[config.mk]
export PLATFORM = sky130hd
export DESIGN_NAME = lcd_id_cfg_ctrl_flat
export DESIGN_NICKNAME = d
export VERILOG_FILES = /design/src/rtl/lcd_id_cfg_if.sv /design/src/rtl/lcd_id_cfg_ctrl.sv /design/src/flat_wrapper.sv
export SDC_FILE = /design/constraint.sdc
export NUM_CORES = 1
export LEC_CHECK = 0
export BUFFER_PORTS_ARGS = -buffer_cell sky130_fd_sc_hd__buf_2
export CAP_MARGIN = 20
export CORE_UTILIZATION = 40
export CTS_BUF_LIST = sky130_fd_sc_hd__clkbuf_16
export DETAILED_ROUTE_END_ITERATION = 10
export PLACE_DENSITY = 0.67
export SYNTH_ARGS = -nofsm -noshare
export SYNTH_HDL_FRONTEND = slang
export SYNTH_SLANG_ARGS = --single-unit
[constraint.sdc]
create_clock -name clk -period 2.75 [get_ports clk]
set_clock_uncertainty 0.1 [all_clocks]
set_input_delay 0.55 -clock clk [delete_from_list [all_inputs] [get_ports clk]]
set_output_delay 0.55 -clock clk [all_outputs]
set_load 0.02 [all_outputs]
[src/rtl/lcd_id_cfg_if.sv]
// LCD panel-ID / configuration bus.
// Groups the pad-side strap inputs, the redetect request and the
// configuration handed to the LCD timing/driver logic.
//   lcd_rgb   : pad input data (bit4=M2, bit10=M1, bit15=M0)
//   redetect  : single-cycle request to re-run detection
//   rgb_oe    : 1 = driver may drive the pads, 0 = pads released
//   lcd_id    : detected panel ID
//   h_disp    : active pixels per line
//   v_disp    : active lines per frame
//   pclk_sel  : pixel-clock select code
//   cfg_valid : configuration valid and stable
//   id_err    : detection failed or unknown code
interface lcd_id_cfg_if;
  logic [15:0] lcd_rgb;
  logic        redetect;
  logic        rgb_oe;
  logic [15:0] lcd_id;
  logic [10:0] h_disp;
  logic [10:0] v_disp;
  logic [1:0]  pclk_sel;
  logic        cfg_valid;
  logic        id_err;

  // master: top level / pads / timing generator side
  modport master (
    output lcd_rgb, redetect,
    input  rgb_oe, lcd_id, h_disp, v_disp, pclk_sel, cfg_valid, id_err
  );

  // slave: the detection controller
  modport slave (
    input  lcd_rgb, redetect,
    output rgb_oe, lcd_id, h_disp, v_disp, pclk_sel, cfg_valid, id_err
  );
endinterface

[src/rtl/lcd_id_cfg_ctrl.sv]
// Panel-ID detection controller for the RGB LCD data bus.
// Releases the pads, waits SETTLE_CYC cycles for the straps to settle,
// debounces the 3-bit strap code (STABLE_NUM identical samples, at most
// MAX_TRY mismatches), maps it to a panel configuration and holds it
// valid until a redetect request.
// Ports:
//   clk  : system clock
//   rst  : asynchronous active-high reset
//   bus  : lcd_id_cfg_if slave (strap inputs, redetect, configuration)
module lcd_id_cfg_ctrl #(
  parameter int SETTLE_CYC = 16,
  parameter int STABLE_NUM = 4,
  parameter int MAX_TRY    = 8
) (
  input  logic         clk,
  input  logic         rst,
  lcd_id_cfg_if.slave  bus
);

  localparam int SW = $clog2(SETTLE_CYC + 1);
  localparam int NW = $clog2(STABLE_NUM + 1);
  localparam int TW = $clog2(MAX_TRY + 1);

  localparam logic [SW-1:0] SETTLE_LAST = SW'(SETTLE_CYC - 1);
  localparam logic [NW-1:0] STABLE_LAST = NW'(STABLE_NUM - 1);
  localparam logic [TW-1:0] TRY_LAST    = TW'(MAX_TRY - 1);

  typedef enum logic [2:0] {
    IDLE, RELEASE, SAMPLE, LOOKUP, FAIL, DONE
  } state_t;

  typedef struct packed {
    logic [15:0] id;
    logic [10:0] h;
    logic [10:0] v;
    logic [1:0]  pclk;
    logic        err;
  } cfg_t;

  localparam cfg_t DEF_CFG = '{id: 16'h0000, h: 11'd480, v: 11'd272,
                               pclk: 2'd0, err: 1'b0};

  // Panel IDs are the part numbers written as hex digits.
  function automatic cfg_t cfg_lookup(input logic [2:0] c);
    cfg_t r;
    r = DEF_CFG;
    case (c)
      3'b000:  r = '{id: 16'h4342, h: 11'd480,  v: 11'd272, pclk: 2'd0, err: 1'b0};
      3'b001:  r = '{id: 16'h7084, h: 11'd800,  v: 11'd480, pclk: 2'd2, err: 1'b0};
      3'b010:  r = '{id: 16'h7016, h: 11'd1024, v: 11'd600, pclk: 2'd3, err: 1'b0};
      3'b100:  r = '{id: 16'h4384, h: 11'd800,  v: 11'd480, pclk: 2'd1, err: 1'b0};
      3'b101:  r = '{id: 16'h1018, h: 11'd1280, v: 11'd800, pclk: 2'd3, err: 1'b0};
      default: r.err = 1'b1;
    endcase
    return r;
  endfunction

  state_t        state_q, state_d;
  logic [SW-1:0] settle_cnt_q, settle_cnt_d;
  logic [NW-1:0] stable_cnt_q, stable_cnt_d;
  logic [TW-1:0] try_cnt_q, try_cnt_d;
  logic [2:0]    ref_q, ref_d;
  cfg_t          cfg_q, cfg_d;
  logic [2:0]    code;

  assign code = {bus.lcd_rgb[4], bus.lcd_rgb[10], bus.lcd_rgb[15]};

  always_ff @(posedge clk or posedge rst) begin
    if (rst) begin
      state_q      <= IDLE;
      settle_cnt_q <= '0;
      stable_cnt_q <= '0;
      try_cnt_q    <= '0;
      ref_q        <= '0;
      cfg_q        <= DEF_CFG;
    end else begin
      state_q      <= state_d;
      settle_cnt_q <= settle_cnt_d;
      stable_cnt_q <= stable_cnt_d;
      try_cnt_q    <= try_cnt_d;
      ref_q        <= ref_d;
      cfg_q        <= cfg_d;
    end
  end

  always_comb begin
    state_d      = state_q;
    settle_cnt_d = settle_cnt_q;
    stable_cnt_d = stable_cnt_q;
    try_cnt_d    = try_cnt_q;
    ref_d        = ref_q;
    cfg_d        = cfg_q;
    case (state_q)
      IDLE: begin
        settle_cnt_d = '0;
        stable_cnt_d = '0;
        try_cnt_d    = '0;
        state_d      = RELEASE;
      end
      RELEASE: begin
        if (settle_cnt_q == SETTLE_LAST) begin
          state_d = SAMPLE;
        end else begin
          settle_cnt_d = settle_cnt_q + 1'b1;
        end
      end
      SAMPLE: begin
        // stable_cnt==0 only on the first SAMPLE cycle
        if (stable_cnt_q == '0) begin
          ref_d        = code;
          stable_cnt_d = NW'(1);
        end else if (code == ref_q) begin
          stable_cnt_d = stable_cnt_q + 1'b1;
          if (stable_cnt_q == STABLE_LAST) begin
            state_d = LOOKUP;
          end
        end else if (try_cnt_q == TRY_LAST) begin
          state_d = FAIL;
        end else begin
          ref_d        = code;
          stable_cnt_d = NW'(1);
          try_cnt_d    = try_cnt_q + 1'b1;
        end
      end
      LOOKUP: begin
        cfg_d   = cfg_lookup(ref_q);
        state_d = DONE;
      end
      FAIL: begin
        cfg_d     = DEF_CFG;
        cfg_d.err = 1'b1;
        state_d   = DONE;
      end
      DONE: begin
        // Only the error flag drops; the last configuration is held.
        if (bus.redetect) begin
          settle_cnt_d = '0;
          stable_cnt_d = '0;
          try_cnt_d    = '0;
          cfg_d.err    = 1'b0;
          state_d      = RELEASE;
        end
      end
      default: state_d = IDLE;
    endcase
  end

  assign bus.rgb_oe    = (state_q == DONE);
  assign bus.cfg_valid = (state_q == DONE);
  assign bus.lcd_id    = cfg_q.id;
  assign bus.h_disp    = cfg_q.h;
  assign bus.v_disp    = cfg_q.v;
  assign bus.pclk_sel  = cfg_q.pclk;
  assign bus.id_err    = cfg_q.err;

endmodule

[src/flat_wrapper.sv]
// flat-port wrapper written by rule: the top's interface ports become plain ports
module lcd_id_cfg_ctrl_flat 
#(
  parameter int SETTLE_CYC = 16,
  parameter int STABLE_NUM = 4,
  parameter int MAX_TRY    = 8
)
  (clk, rst, bus_lcd_rgb, bus_redetect, bus_rgb_oe, bus_lcd_id, bus_h_disp, bus_v_disp, bus_pclk_sel, bus_cfg_valid, bus_id_err);
  lcd_id_cfg_if bus_i ();
  input  logic clk;
  input  logic rst;
  input wire logic [$bits(bus_i.lcd_rgb)-1:0] bus_lcd_rgb;
  input wire logic [$bits(bus_i.redetect)-1:0] bus_redetect;
  output wire logic [$bits(bus_i.rgb_oe)-1:0] bus_rgb_oe;
  output wire logic [$bits(bus_i.lcd_id)-1:0] bus_lcd_id;
  output wire logic [$bits(bus_i.h_disp)-1:0] bus_h_disp;
  output wire logic [$bits(bus_i.v_disp)-1:0] bus_v_disp;
  output wire logic [$bits(bus_i.pclk_sel)-1:0] bus_pclk_sel;
  output wire logic [$bits(bus_i.cfg_valid)-1:0] bus_cfg_valid;
  output wire logic [$bits(bus_i.id_err)-1:0] bus_id_err;
  assign bus_i.lcd_rgb = bus_lcd_rgb;
  assign bus_i.redetect = bus_redetect;
  assign bus_rgb_oe = bus_i.rgb_oe;
  assign bus_lcd_id = bus_i.lcd_id;
  assign bus_h_disp = bus_i.h_disp;
  assign bus_v_disp = bus_i.v_disp;
  assign bus_pclk_sel = bus_i.pclk_sel;
  assign bus_cfg_valid = bus_i.cfg_valid;
  assign bus_id_err = bus_i.id_err;
  lcd_id_cfg_ctrl #(.SETTLE_CYC(SETTLE_CYC), .STABLE_NUM(STABLE_NUM), .MAX_TRY(MAX_TRY)) u_core (.clk(clk), .rst(rst), .bus(bus_i));
endmodule
## Word-level counts from Yosys, hierarchy flattened

Cells that the tools add are included.

| storage, ports and cells | value |
|---|---|
| bits in registers | 59 |
| output and inout bits | 43 |
| word-level logic and storage cells | 80 |

| operators by class | value |
|---|---|
| add/subtract/negate cells | 3 |
| equal/unequal tests | 24 |
| muxes and demuxes | 28 |
| reduce and logical (&&, ||, !) cells | 15 |

Operator list:

| cell | count |
|---|---|
| $pmux 39 s5 | 1 |
| $pmux 40 s2 | 1 |
| $mux 3 | 13 |
| $mux 4 | 4 |
| $pmux 3 s5 | 1 |
| $pmux 5 s3 | 1 |
| $eq 3x2->1 const B | 4 |
| $eq 3x3->1 const B | 4 |
| $pmux 4 s3 | 1 |
| $mux 5 | 2 |
| $ne 2x2->1 const B | 5 |
| $reduce_and 5->1 | 2 |
| $logic_not 3->1 | 3 |
| $pmux 3 s3 | 1 |
| $reduce_and 3->1 | 3 |
| $reduce_bool 3->1 | 3 |
| $eq 3x1->1 const B | 2 |
| $ne 2x1->1 const B | 3 |
| $add 5x1->5 const B | 1 |
| $eq 5x4->1 const B | 1 |
| $reduce_or 5->1 | 1 |
| $add 4x1->4 const B | 1 |
| $eq 4x3->1 const B | 1 |
| $ne 4x2->1 const B | 1 |
| 9 further kinds | 10 |

## Logic depth before layout (Yosys ltp)

Gate-level depths: netlist (run 1).

| depth | value |
|---|---|
| word-level depth | 5 |
| mapped depth | 7 |

## Worst setup path before layout (run 1)

Ideal clock, no wire load.

| timing path | value |
|---|---|
| path type | flip-flop to flip-flop |
| start point | register u_core.settle_cnt_q[0] |
| end point | register u_core.settle_cnt_q[0] |
| library setup time | 0.130 ns |
| data arrival time | 1.805 ns |
| setup slack | 0.714 ns |
| cell stages (with the launch flop) | 7 |
| buffers on the path | 0 |
| cell sequence | dfrtp_1 -> ha_1 -> and3_1 -> ha_1 -> or4b_2 -> o211ai_1 -> o21ai_0 |

| between the ends | value |
|---|---|
| word-level cells in the longest chain between the ends | 3 |
| elaborated cells on any way between the ends | 6 |
| those cells by class | add/sub: 1; eq/ne: 2; mux: 2; reduce/logical: 1 |

Ends and longest elaborated chain:

| item | RTL line | text |
|---|---|---|
| start, declared | lcd_id_cfg_ctrl.sv:59 | `logic [SW-1:0] settle_cnt_q, settle_cnt_d;` |
| start signal, assigned | lcd_id_cfg_ctrl.sv:78 | `settle_cnt_q <= settle_cnt_d;` |
| $add 5x1->5 or $eq 5x4->1 (tied branches) | lcd_id_cfg_ctrl.sv:104, lcd_id_cfg_ctrl.sv:101 |  |
| $mux 5 or $ne 2x2->1 (tied branches) | n/a |  |
| $pmux 5 s3 or $reduce_and 3->1 (tied branches) | n/a |  |

Several ways; a longest one is shown, not always the timed one. The select of a mux whose other input is x is not followed.
A chain may end at the register's enable or synchronous reset.

## Final worst setup path (run 1)

Ends and elaborated chain as after synthesis.

==> run summary, run 1 <==
Status: completed
Slowest stage delay, CP: 0.68 ns
Pwr/cell area: 1030 nW/um^2
Crit path kind: flip-flop to flip-flop
1st-iter DRT viols: 89
Tcrit/Tclk final: 78.2%
Critical path peak fanout: 5
Detailed placement HPWL: 2720 um
Hold buffer count at CTS: 0
CP required: 2.81 ns
Most frequent cells in the layout: buf_2 (34), dfrtp_1 (32), nand2_1 (21)
Worst path arrival time: 2.21 ns
RD Place Congestion: 0.900
Minimum clock period: 2.15 ns
Rel. slew slack: 62.6%
Critical path startpoint category: flip-flop
Worst Setup SP: u_core.settle_cnt_q[0]$_DFFE_PP0P_
Least-Margin Pin Slew: 0.553 ns
Dpl cells: 307
First-pass iteration count of the detailed router: 4
# diodes: 0
Cell mode on critical path: ha_1
Ys flop type: dfrtp_1
Ys async rst share: 100%
Post-Syn Area: 2100 sq um
LEAKAGE: 0.00106 uW
Row cnt: 26
Initial Util: 41.4%
DRC: 0
CP max stage cell: or4b_2
Global-route wire length before repair: 6530 um
Clk pin slew, worst setup/hold paths: 0.06 ns
Vias in the first global route: 1388
Non-Filler Instances: 315
Largest net degree at the start of global routing: 37
Most common cell after layout, fill and taps aside: buf_2
TritonCTS clock tree: done
Average cell area after synthesis: 9.41 sq um
Setup Fix Bufs, Post-CTS: 0
Crit. End Element: flip-flop
CTS root buf: clkbuf_16
Final slew viol count: 0
Sequential cell area fraction in the yosys report: 43.1%
Final ANT Viol Nets: 0
WL per Instance: 12.7 um
Fillers: 500
Initial antenna violation count: 0
CP cell instances: ha_1, and3_1, ha_1, or4b_2, o211ai_1, o21ai_0
Quantity of I/O buffers inserted on ports: 34
MaxCap Viol Count: 0
Reg2Reg Setup Slack: 0.60 ns
Cts bufs inserted: 5
Die Ht: 74.5 um
CTS Sinks: 36
Final setup viols: 0
Worst Hold Class: input pin to asynchronous set/reset pin
Tot Pwr: 2400 uW
Distinct cells, synth: 46
Total grt overflow: 0
H-tree lvl count: 2
All-Layer GR Usage: 15.9%
Core area: 5070 sq um
Fmax: 0.465 GHz
Post-Route Setup TNS: 0 ns
Post-CTS sizing: 0
Via count: 1582
Post-Syn Instances: 223
Final hold vios: 0
Area Overhead vs Synth: 10.6%
Share of cells above drive strength 1: 21.6%
Total Nets Final: 269
Routed WL: 3990 um
Clk buf depth: 2
FF/Latch Area: 906 sq um
Area of the die: 5540 sq um
IR drop worst, VDD: 0.394 mV
Number of synthesized register bits: 36
Vias per std cell: 5.02
Worst-Skew Late Latency: 0.28 ns
Synth warnings: 0
RSZ-0062 raised after global routing: no
Area of the multi-input gates: 970 sq um
I/O pin count: 62
FF-to-FF Start: u_core.settle_cnt_q[0]$_DFFE_PP0P_
EDFF count, synth: 0
Die width: 74.5 um
Final core utilization: 45.8%
==> metrics by stage <==
| step | hold WS (ns) | instance area, sq um | worst slack [ns] |
|---|---|---|---|
| 5_1_grt | 0.309 | 2320 | 0.426 |
| 4_1_cts | 0.279 | 2320 | 0.595 |
| 2_1_floorplan | 0.366 | 2150 | 0.714 |
| 6_report | 0.255 | 2320 | 0.599 |
| 3_5_place_dp | 0.377 | 2180 | 0.604 |
| 3_3_place_gp | 0.354 | 2180 | 0.625 |
==> cells by family after synthesis <==
family | after synthesis | share of synthesized area (%)
other | 1 | 0.179
DFF | 36 | 43.1
muxes | 3 | 1.61
buffers and inverters | 43 | 13.0
AOI/OAI and AO/OA | 55 | 17.1
and+or+nand+nor | 67 | 16.4
adders and majority gates | 6 | 3.58
xor gates and xnor gates | 12 | 5.01
==> synth_stat cells (all sizes together) (2+ instances only) <==
cell / n / area (sq um)
a21oi: 9 / 45.0
a31oi: 5 / 31.3
a32o: 2 / 20.0
and3b: 2 / 17.5
buf: 31 / 228
clkbuf: 5 / 18.8
dfrtp: 32 / 801
dfstp: 4 / 105
ha: 6 / 75.1
inv: 7 / 26.3
mux2: 3 / 33.8
nand2: 21 / 78.8
nand2b: 6 / 37.5
nand3: 3 / 15.0
nand3b: 4 / 30.0
nand4: 3 / 18.8
nor2: 15 / 58.8
nor2b: 2 / 12.5
nor3: 4 / 20.0
nor3b: 2 / 15.0
o211ai: 2 / 15.0
o21ai: 16 / 80.1
o22ai: 6 / 37.5
o31ai: 5 / 42.5
xnor2: 5 / 43.8
xor2: 7 / 61.3
==> critical path, delay by kind of cell (launching register included) <==
family                   cells  cell delay [ns]
adder cells (fa/ha/maj)      2             0.43
AO/OA/AOI/OAI                2             0.22
flip-flops                   1             0.41
AND/OR/NAND/NOR              2             0.86
==> layer usage <==
metal / track usage [%] / wire length (um) / part of all wire (%) / vias to the layer above
met3: 3.66 / 146 / 3.7 / 5
li1: - / - / - / 791
met5: 0 / 0 / 0 / -
met1: 21.8 / 1990 / 50 / 748
met4: 8.18 / 71 / 1.8 / 0
met2: 23.3 / 1770 / 44 / 38
==> power by group <==
| part | switching, uW | internal, uW |
|---|---|---|
| logic | 604 | 366 |
| clock network | 210 | 329 |
| registers | 174 | 715 |
==> worst paths after layout <==
path / endpoint / cells past startpoint
max in group asynchronous: u_core.bus.v_disp[4]$_DFFE_PP1P_ / 3
max reg2reg: u_core.settle_cnt_q[0]$_DFFE_PP0P_ / 6
min in group clk: u_core.bus.lcd_id[13]$_DFFE_PP0P_ / 2
min reg2reg: u_core.bus.lcd_id[13]$_DFFE_PP0P_ / 2
min: u_core.settle_cnt_q[3]$_DFFE_PP0P_ / 3
max: u_core.settle_cnt_q[0]$_DFFE_PP0P_ / 6
==> sequential cells by signal, summed over array words and instances (netlist names) <==
name	cells
u_core.bus.v_disp	3
u_core.state_q	3
u_core.bus.h_disp	4
u_core.try_cnt_q	4
u_core.ref_q	3
u_core.settle_cnt_q	5
u_core.bus.lcd_id	9
u_core.stable_cnt_q	3
u_core.bus.pclk_sel	1
u_core.bus.id_err	1
==> layout make-up <==
type	count	area share [%]
Clock inverter	3	0.647
Inverter	7	1.13
Tap cell	70	3.77
Multi-Input combinational cell	157	41.8
Clock buffer	5	5.39
Sequential cell	36	39.0
Timing Repair Buffer	37	8.30
No activity file was read; power rests on OpenSTA's default activity.
==> run 2: changes to the inputs <==
Clock period 2.75 ns to 2.1 ns, I/O delays scaled along.
==> run 2 against run 1 <==
Against the previous run: count of clock-buffer cells in the layout unchanged; highest routed layer unchanged; hold slack lost 0.11 ns; routed wire length rose by 1.1%; combinational power up 51%; clock power rose by 32%; critical path type unchanged; worst setup slack lost 0.45 ns; die area is the same.
==> run summary, run 2 (same netlist as run 1, synthesis figures left out) <==
Status: completed
Vias per std cell: 4.98 (-0.81%)
Tot Pwr: 3270 uW (+36%)
Final slew viol count: 0 (unchanged)
Quantity of I/O buffers inserted on ports: 34 (unchanged)
Share of cells above drive strength 1: 26.7% (+5.1 points)
CP required: 2.15 ns (-0.66 ns)
Most frequent cells in the layout: buf_2 (34), dfrtp_1 (32), nand2_1 (21)
Final hold vios: 0 (unchanged)
Final ANT Viol Nets: 0 (unchanged)
Routed WL: 4030 um (+1.1%)
Worst path arrival time: 2.00 ns (-0.21 ns)
CP cell instances: ha_1, and3_1, ha_1, or4b_4, o211ai_1, o21ai_0
Largest register FFs: 9 (unchanged)
Fillers: 507 (+1.4%)
Cell Int Power: 1970 uW (+39%)
Cts bufs inserted: 5 (unchanged)
Die Ht: 74.5 um (unchanged)
Row cnt: 26 (unchanged)
Setup crit end: u_core.settle_cnt_q[0]$_DFFE_PP0P_
FF-to-FF Start: u_core.settle_cnt_q[0]$_DFFE_PP0P_
Worst r2r path cells: 6 (unchanged)
First-pass iteration count of the detailed router: 4 (unchanged)
Delay-heaviest family, CP: simple AND/OR/NAND/NOR gates
Worst Hold Class: input pin to asynchronous set/reset pin
All-Layer GR Usage: 16.0% (+0.11 points)
Vias in the first global route: 1480 (+6.6%)
Pwr/cell area: 1340 nW/um^2 (+30%)
Setup Fix Bufs, Post-CTS: 0 (unchanged)
Slowest stage delay, CP: 0.52 ns (-0.16 ns)
Seq pwr share: 33.6% (-3.5 points)
Combinational Power Share: 44.7% (+4.3 points)
Tcrit/Tclk final: 93.1% (+15 points)
Sw frac: 39.9% (-1.3 points)
Detailed placement HPWL: 2930 um (+7.7%)
Fin area: 2430 sq um (+4.8%)
Initial antenna violation count: 0 (unchanged)
Worst-Skew Late Latency: 0.27 ns (about the same)
CTS root buf: clkbuf_16
Reg2Reg Setup Slack: 0.15 ns (-0.45 ns)
TritonCTS clock tree: done
Cell mode on critical path: ha_1
Critical path peak fanout: 5 (unchanged)
RD Place Congestion: 0.842 (-6.4%)
Largest net degree at the start of global routing: 37 (unchanged)
Core area: 5070 sq um (unchanged)
Area Overhead vs Synth: 15.9%
CP max stage cell: or4b_4
Total grt overflow: 0 (unchanged)
Most common cell after layout, fill and taps aside: buf_2
Via count: 1634 (+3.3%)
Final setup viols: 0 (unchanged)
Clk pin slew, worst setup/hold paths: 0.06 ns (about the same)
Die width: 74.5 um (unchanged)
Critical path depth: 6 (unchanged)
Crit path kind: flip-flop to flip-flop
H-tree lvl count: 2 (unchanged)
Global-route wire length before repair: 6780 um (+3.9%)
CTS Sinks: 36 (unchanged)
MaxCap Viol Count: 0 (unchanged)
Worst Setup SP: u_core.settle_cnt_q[0]$_DFFE_PP0P_
Minimum clock period: 1.95 ns (-0.197 ns)
Critical R2R Capture: u_core.settle_cnt_q[0]$_DFFE_PP0P_
Critical path startpoint category: flip-flop
Buf/Inv on CP: 0 (unchanged)
# diodes: 0 (unchanged)
Area of the die: 5540 sq um (unchanged)
Clk buf depth: 2 (unchanged)
Clock power share: 21.7% (-0.8 points)
Initial Util: 41.4% (unchanged)
RSZ-0062 raised after global routing: no
Switching pwr: 1310 uW (+32%)
Fmax: 0.512 GHz (+10%)
1st-iter DRT viols: 76 (-15%)
I/O pin count: 62 (unchanged)
LEAKAGE: 0.00113 uW (+6.8%)
Placed inst area: 2280 sq um (+4.5%)
IR drop worst, VDD: 0.437 mV (+11%)
WL per Instance: 12.3 um (-3.0%)
Total Nets Final: 282 (+4.8%)
DRC: 0 (unchanged)
Crit. End Element: flip-flop
[run 2: changes by cell type in the layout (fill, tap and decap cells not counted), sizes merged]
cell      previous run  this run
buf                 37        50
inv                  8         7
clkinv               1         3
clkinvlp             1         0
[run 2: worst min path at each step]
stage,cells after the start,start,end,slack [ns]
floorplan,1,u_core.try_cnt_q[0]$_DFFE_PP0P_,u_core.try_cnt_q[0]$_DFFE_PP0P_,0.37
global placement,1,u_core.bus.v_disp[5]$_DFFE_PP0P_,u_core.bus.v_disp[5]$_DFFE_PP0P_,0.35
detailed placement,2,u_core.bus.lcd_id[6]$_DFFE_PP0P_,u_core.bus.lcd_id[6]$_DFFE_PP0P_,0.37
CTS,3,rst,u_core.settle_cnt_q[1]$_DFFE_PP0P_,0.16
global route,3,rst,u_core.settle_cnt_q[0]$_DFFE_PP0P_,0.21
finish,3,rst,u_core.settle_cnt_q[1]$_DFFE_PP0P_,0.14
[run 2: cell type report]
type	instances	area [sq um]	area share [%]
clock buffer	5	125	5.14
clock inverter	3	18.8	0.771
inverter	7	26.3	1.08
multi-input combinational	157	980	40.3
sequential	36	906	37.2
tap	70	87.6	3.60
timing repair buffer	50	290	11.9
[run 2: what timing repair did]
item | 4_1_cts | 5_1_grt
setup endpoints to repair | 1 | 2
hold buffers | 0 | 0
gates resized for setup | 1 | 1
[run 2: power groups by stage]
stage	Sequential, uW	Clock (uW)	Combinational (uW)
2_1_floorplan	1250	0	977
3_3_place_gp	1100	0	1430
3_5_place_dp	1120	0	1450
4_1_cts	1100	724	1470
5_1_grt	1140	752	1650
6_report	1100	710	1460
[run 2: stage by stage]
stage	worst slack, ns	hold slack (ns)	TNS [ns]	utilization [%]	cells
3_3_place_gp	0.0210	0.355	0	44.9	320
6_report	0.145	0.142	0	48.0	328
4_1_cts	0.0533	0.157	0	47.8	328
2_1_floorplan	0.0645	0.366	0	-	236
5_1_grt	0.0465	0.211	0	48.0	328
3_5_place_dp	-0.00455	0.370	-0.00455	44.9	320
[run 2: tightest hold or removal path: stages]
cell	delay (ns)
buf_2	0.09
inv_1	0.04
buf_4	0.40
[run 2: routing by layer]
layer	share of wire (%)	wire length, um	global-route usage, %	vias up
met5	0	0	0	-
met4	0.94	38	5.66	0
met3	3.4	139	3.39	2
met1	49	1990	22.1	781
li1	-	-	-	817
met2	46	1860	24.8	34
